**src/rtl/proc_pkg.sv**
```systemverilog
// +--------------------------------------------------------------------------+
// | proc_pkg : opcodes, step states and bus-select indices for practice-2    |
// | Rev 1.0                                                                  |
// +--------------------------------------------------------------------------+
`default_nettype none

package proc_pkg;

  localparam logic [2:0] OP_MV   = 3'b000;
  localparam logic [2:0] OP_MVI  = 3'b001;
  localparam logic [2:0] OP_ADD  = 3'b010;
  localparam logic [2:0] OP_SUB  = 3'b011;
  localparam logic [2:0] OP_LD   = 3'b100;
  localparam logic [2:0] OP_ST   = 3'b101;
  localparam logic [2:0] OP_MVNZ = 3'b110;
  localparam logic [2:0] OP_RSVD = 3'b111;

  typedef enum logic [2:0] {
    T0   = 3'd0,
    T1   = 3'd1,
    T2   = 3'd2,
    T3   = 3'd3,
    HALT = 3'd4
  } step_e;

  localparam logic [2:0] ST_T0   = 3'd0;
  localparam logic [2:0] ST_T1   = 3'd1;
  localparam logic [2:0] ST_T2   = 3'd2;
  localparam logic [2:0] ST_T3   = 3'd3;
  localparam logic [2:0] ST_HALT = 3'd4;

  localparam int SEL_DIN = 0;
  localparam int SEL_R0  = 1;
  localparam int SEL_G   = 9;
  localparam int SEL_MEM = 10;

endpackage

`default_nettype wire

```
**src/rtl/reg_dec3to8.sv**
```systemverilog
// +--------------------------------------------------------------------------+
// | reg_dec3to8 : 3-to-8 one-hot register index decoder                      |
// | Rev 1.0                                                                  |
// +--------------------------------------------------------------------------+
`default_nettype none

module reg_dec3to8 (
  input  logic [2:0] idx,
  output logic [7:0] onehot
);

  for (genvar i = 0; i < 8; i++) begin : g_bit
    assign onehot[i] = (idx == 3'(i));
  end

endmodule

`default_nettype wire

```
**src/rtl/proc_control_fsm.sv**
```systemverilog
// +--------------------------------------------------------------------------+
// | proc_control_fsm : T0..T3 instruction sequencer driving the bus mux.     |
// | Option macro ILLEGAL_OP_TRAP_EN: opcode 111 traps into HALT (illegal=1). |
// | Rev 1.0                                                                  |
// +--------------------------------------------------------------------------+
`default_nettype none

module proc_control_fsm
  import proc_pkg::*;
#(
  parameter int OPW  = 3,
  parameter int REGW = 3,
  parameter int SELW = 11
) (
  input  logic                   clock,
  input  logic                   resetn,
  input  logic                   run,
  input  logic [OPW+2*REGW-1:0]  din,
  input  logic                   g_nz,
  output logic [SELW-1:0]        bus_sel,
  output logic [7:0]             r_in,
  output logic                   ir_in,
  output logic                   a_in,
  output logic                   g_in,
  output logic                   addsub,
  output logic                   addr_in,
  output logic                   mem_wr,
  output logic                   done
`ifdef ILLEGAL_OP_TRAP_EN
  ,
  output logic                   illegal
`endif
);

  logic [2:0]            r_state;
  logic [2:0]            w_next;
  logic [OPW+2*REGW-1:0] r_ir;
  logic [OPW-1:0]        w_op;
  logic [REGW-1:0]       w_x;
  logic [REGW-1:0]       w_y;
  logic [7:0]            w_x_oh;
  logic [7:0]            w_y_oh;
  logic                  w_trap;

  assign w_op = r_ir[OPW+2*REGW-1 -: OPW];
  assign w_x  = r_ir[2*REGW-1 -: REGW];
  assign w_y  = r_ir[REGW-1:0];

  reg_dec3to8 u_dec_x (.idx(w_x), .onehot(w_x_oh));
  reg_dec3to8 u_dec_y (.idx(w_y), .onehot(w_y_oh));

`ifdef ILLEGAL_OP_TRAP_EN
  assign w_trap  = (r_state == ST_T1) && (w_op == OP_RSVD);
  assign illegal = (r_state == ST_HALT);
`else
  assign w_trap  = 1'b0;
`endif

  always_comb begin
    bus_sel = '0;
    r_in    = '0;
    ir_in   = 1'b0;
    a_in    = 1'b0;
    g_in    = 1'b0;
    addsub  = 1'b0;
    addr_in = 1'b0;
    mem_wr  = 1'b0;
    done    = 1'b0;
    case (r_state)
      // Gated by resetn so the fetch strobe stays low while reset is held.
      ST_T0: ir_in = run & resetn;
      ST_T1: begin
        case (w_op)
          OP_MV: begin
            bus_sel[SEL_R0 +: 8] = w_y_oh;
            r_in = w_x_oh;
            done = 1'b1;
          end
          OP_MVI: begin
            bus_sel[SEL_DIN] = 1'b1;
            r_in = w_x_oh;
            done = 1'b1;
          end
          OP_ADD, OP_SUB: begin
            bus_sel[SEL_R0 +: 8] = w_x_oh;
            a_in = 1'b1;
          end
          OP_LD, OP_ST: begin
            bus_sel[SEL_R0 +: 8] = w_y_oh;
            addr_in = 1'b1;
          end
          OP_MVNZ: begin
            if (g_nz) begin
              bus_sel[SEL_R0 +: 8] = w_y_oh;
              r_in = w_x_oh;
            end
            done = 1'b1;
          end
          default: done = ~w_trap;
        endcase
      end
      ST_T2: begin
        case (w_op)
          OP_ADD, OP_SUB: begin
            bus_sel[SEL_R0 +: 8] = w_y_oh;
            g_in   = 1'b1;
            addsub = (w_op == OP_SUB);
          end
          OP_LD: begin
            bus_sel[SEL_MEM] = 1'b1;
            r_in = w_x_oh;
            done = 1'b1;
          end
          OP_ST: begin
            bus_sel[SEL_R0 +: 8] = w_x_oh;
            mem_wr = 1'b1;
            done   = 1'b1;
          end
          default: ;
        endcase
      end
      ST_T3: begin
        bus_sel[SEL_G] = 1'b1;
        r_in = w_x_oh;
        done = 1'b1;
      end
      default: ;
    endcase
  end

  always_comb begin
    w_next = ST_T0;
    case (r_state)
      ST_T0:   w_next = run ? ST_T1 : ST_T0;
      ST_T1:   w_next = w_trap ? ST_HALT : (done ? ST_T0 : ST_T2);
      ST_T2:   w_next = done ? ST_T0 : ST_T3;
      ST_T3:   w_next = ST_T0;
      ST_HALT: w_next = ST_HALT;
      default: w_next = ST_T0;
    endcase
  end

  always_ff @(posedge clock or negedge resetn) begin
    if (!resetn) begin
      r_state <= ST_T0;
      r_ir    <= '0;
    end else begin
      r_state <= w_next;
      if (r_state == ST_T0 && run) begin
        r_ir <= din;
      end
    end
  end

endmodule

`default_nettype wire
```
**config.mk**
```make
export PLATFORM = sky130hd
export DESIGN_NAME = proc_control_fsm
export DESIGN_NICKNAME = d
export VERILOG_FILES = /design/src/rtl/proc_pkg.sv /design/src/rtl/reg_dec3to8.sv /design/src/rtl/proc_control_fsm.sv
export SDC_FILE = /design/constraint.sdc
export NUM_CORES = 1
export LEC_CHECK = 0
export ABC_CLOCK_PERIOD_IN_PS = 2100
export CAP_MARGIN = 20
export CORE_MARGIN = 10
export CORE_UTILIZATION = 46
export DETAILED_ROUTE_END_ITERATION = 8
export PLACE_DENSITY = 0.79
export SYNTH_ARGS = -nofsm -noshare
export SYNTH_HDL_FRONTEND = slang
export SYNTH_HIERARCHICAL = 1
export SYNTH_SLANG_ARGS = --single-unit
```
**constraint.sdc**
```tcl
create_clock -name clock -period 2.1 [get_ports clock]
set_clock_uncertainty 0.05 [all_clocks]
set_input_delay 0.63 -clock clock [delete_from_list [all_inputs] [get_ports clock]]
set_output_delay 0.63 -clock clock [all_outputs]
set_load 0.02 [all_outputs]
```
==> results.cfg <==
[drt]
post_route_drc = 0
wl_per_cell_um = 20.5
antenna_violating_nets_post_route = 0
wl_met3_um = 257
detailroute.via_count = 1450
wl_met1_um = 1970
routed_wire_length_on_met2_um = 2760
maxUsedRoutingLayer = met4
post_drt_via_cell_ratio = 5.92
drt_iter0_drc = 107
total_iterations_of_the_first_detailed_routing_run = 4
drt_wl_total_um = 5020

[global_routing]
grt_start_max_net_pins = 16
grt_pass1_vias = 1466
grt_pass1_wl_um = 7230
grt_overflow_total = 0
grt_util_all_layers = 0.169
antenna_found_initial = 0

[yosys]
netlist_area_um2 = 1230
synth_area_leader_cell = sky130_fd_sc_hd__dfrtp_1
most_frequent_cells_after_synthesis = 25 x sky130_fd_sc_hd__nand2_1, 12 x sky130_fd_sc_hd__dfrtp_1, 9 x sky130_fd_sc_hd__inv_1
synth_cell_type_count = 37
yosys_warnings = 6
syn_area_per_cell_um2 = 8.90
number_of_synthesized_flops_with_an_enable_pin = 0
yosysMostFrequentCell = sky130_fd_sc_hd__nand2_1
synthFlopType = sky130_fd_sc_hd__dfrtp_1
synth_top_cells_by_area = sky130_fd_sc_hd__dfrtp_1 24%, sky130_fd_sc_hd__nand2_1 7.6%, sky130_fd_sc_hd__mux2_2 7.3%, sky130_fd_sc_hd__and3b_2 5.7%, sky130_fd_sc_hd__o221ai_1 5.0%
synthCells = 138
synth.yosys.seq_area_share = 0.244
share_of_synthesized_registers_carrying_an_async_set_or_reset = 1.00
syn-num-nets = 151
yosys_register_bits = 12
synth_top_area_share = 0.244

[floorplanning]
std_cell_rows = 18
fp.coreArea_um2 = 2520
floorplan.initialDensity = 0.487
die_h_um = 71.7
io_pins = 39
full_die_area_um2 = 5140
die_width_um = 71.7

[layout]
final.fill_count = 116
number_of_antenna_cells_inserted = 0
number_of_standard_cells_in_the_layout_taps_in_and_fillers_out = 245
nNetsFinal = 229
final_area_um2 = 2220
area_growth_syn_to_layout_pct = 81.0
post_route_cells_drive_above_1_share = 0.660

[power]
power.density_cell_area_nw_per_um2 = 1520
power_leakage_nw = 0.899
vdd_ir_drop_max_mv = 1.54

[setup_path]
crit_path_cell_trace = buf_6 > and3b_2 > buf_6 > o21ai_4 > buf_8 > o22ai_4 > buf_6
critPathMostFrequentCell = sky130_fd_sc_hd__buf_6
largest_fanout_on_the_critical_path = 5
worst-endpoint-required_ns = 1.42
critical_path.slowest_cell = sky130_fd_sc_hd__dfrtp_2
critical-path-top-delay-family = buffers and inverters
critical_path_type = reg2out
critical_path.endpoint_type = output port
critPathBufInv = 4
setup.worst_path.start_class = register
cp_slowest_stage_delay_ns = 0.45
critical_path_arrival_ns = 1.77

[timing]
timing.fmax_ghz = 0.408
worstMarginPinSlew_ns = 0.382
worst_slack_ns = -0.353
finalSetupViolations = 25
timing.final.hold_violations = 0
setup_repair_after_global_routing_missed_its_margin = yes
finalWorstPathRequiredPeriod_ns = 2.45
relSlewSlack = 0.746
timing.final.max_slew_violations = 0
period_share = 1.17

[clock_network]
cts_tree = built
tritoncts.num_buffers = 3
cts_hold_repair.buffers = 0
clock_pin_slew_of_the_registers_on_the_worst_case_setup_and_hold_paths_ns = 0.08
clkLatencyLatePin_ns = 0.27
cts_max_level = 1
ctsLongestPathBuffers = 2
clock_sink_count = 12
clk_root_buffer_cell = sky130_fd_sc_hd__clkbuf_4

[status]
violations_in_the_final_reports = setup timing
outcome = finished with violations

[placement]
cell_count_post_placement = 227
post_dp_cell_area_um2 = 1810
dpl.hpwl_um = 2880
buffer_ports.inserted = 38
routabilityCongestion = 0.832
pre_cts_slack_ns = -0.995

[flow_run]
max_cap_viols = 0

[hold_path]
hold_path_class = in2async
-- worst reg2reg max path, cell delays in order, from the launching register on --
cell	delay [ns]
sky130_fd_sc_hd__dfrtp_1	0.44
sky130_fd_sc_hd__buf_6	0.16
sky130_fd_sc_hd__buf_8	0.13
sky130_fd_sc_hd__nor4b_4	0.27
sky130_fd_sc_hd__buf_4	0.14
sky130_fd_sc_hd__buf_4	0.17
sky130_fd_sc_hd__mux2_2	0.36
-- path summary, 6_finish.rpt --
check                      startpoint         end  slack (ns)  cells past startpoint
max                           r_ir[8]     r_in[5]       -0.35                      7
min                            resetn  r_state[0]        0.63                      2
max reg2reg                r_state[2]     r_ir[8]        0.27                      6
min reg2reg                r_state[0]  r_state[0]        0.64                      2
max in group asynchronous      resetn     r_ir[8]        1.20                      2
min in group clock         r_state[0]  r_state[0]        0.64                      2
-- layout by cell type, fill, tap and decap left out, types with 4 or more instances in the layout --
cell type,instances
sky130_fd_sc_hd__buf_6,28
sky130_fd_sc_hd__nand3_2,6
sky130_fd_sc_hd__inv_1,9
sky130_fd_sc_hd__and3b_2,7
sky130_fd_sc_hd__o22ai_4,5
sky130_fd_sc_hd__o221ai_2,7
sky130_fd_sc_hd__clkdlybuf4s50_1,10
sky130_fd_sc_hd__mux2_2,8
sky130_fd_sc_hd__buf_4,40
sky130_fd_sc_hd__dfrtp_1,8
sky130_fd_sc_hd__dfrtp_2,4
sky130_fd_sc_hd__nor3b_1,7
sky130_fd_sc_hd__nand2_1,25
-- metal layers --
layer  vias up  track usage
met5         -            0
met4         0       0.0602
li1        655            -
met2        60        0.318
met1       729        0.184
met3         6       0.0275
-- final cells by class --
| type | count | area, um2 | area share |
|---|---|---|---|
| clock buffer | 4 | 36.3 | 0.0163 |
| inverter | 9 | 33.8 | 0.0152 |
| multi-input combinational | 106 | 1010 | 0.452 |
| sequential | 12 | 305 | 0.137 |
| tap | 30 | 37.5 | 0.0169 |
| timing repair buffer | 84 | 805 | 0.362 |
-- flip-flops by register name, summed over array words and instances, names as in the netlist --
| signal | flops |
|---|---|
| r_ir | 9 |
| r_state | 3 |
-- metrics by stage --
step / util / power, mW / hold slack (ns) / TNS, ns
4_1_cts: 0.826 / 3.03 / 0.615 / -5.77
6_report: 0.881 / 3.37 / 0.633 / -6.03
2_1_floorplan: - / 1.67 / 0.284 / -0.00301
5_1_grt: 0.881 / 3.54 / 0.647 / -7.59
3_3_place_gp: 0.717 / 2.30 / 0.556 / -17.34
3_5_place_dp: 0.717 / 2.39 / 0.597 / -17.92
-- timing repair --
| action | 4_1_cts | 5_1_grt |
|---|---|---|
| pin swaps | 15 | 8 |
| setup buffers | 10 | 3 |
| setup endpoints to repair | 26 | 26 |
| gates resized for setup | 186 | 30 |
| cloned | 1 | 1 |
-- report_power, final --
part	internal, mW	total (mW)	switching, mW
combinational	1.34	2.62	1.27
sequential	0.345	0.568	0.223
clock	0.105	0.183	0.0779
total	1.79	3.37	1.58
-- logic make-up after synthesis --
family | synth area share
buffers and inverters | 0.110
DFF | 0.244
xor gates and xnor gates | 0.00713
and+or+nand+nor | 0.400
muxes | 0.0733
AOI/OAI and AO/OA | 0.165
Power figures use the tool's default switching activity.
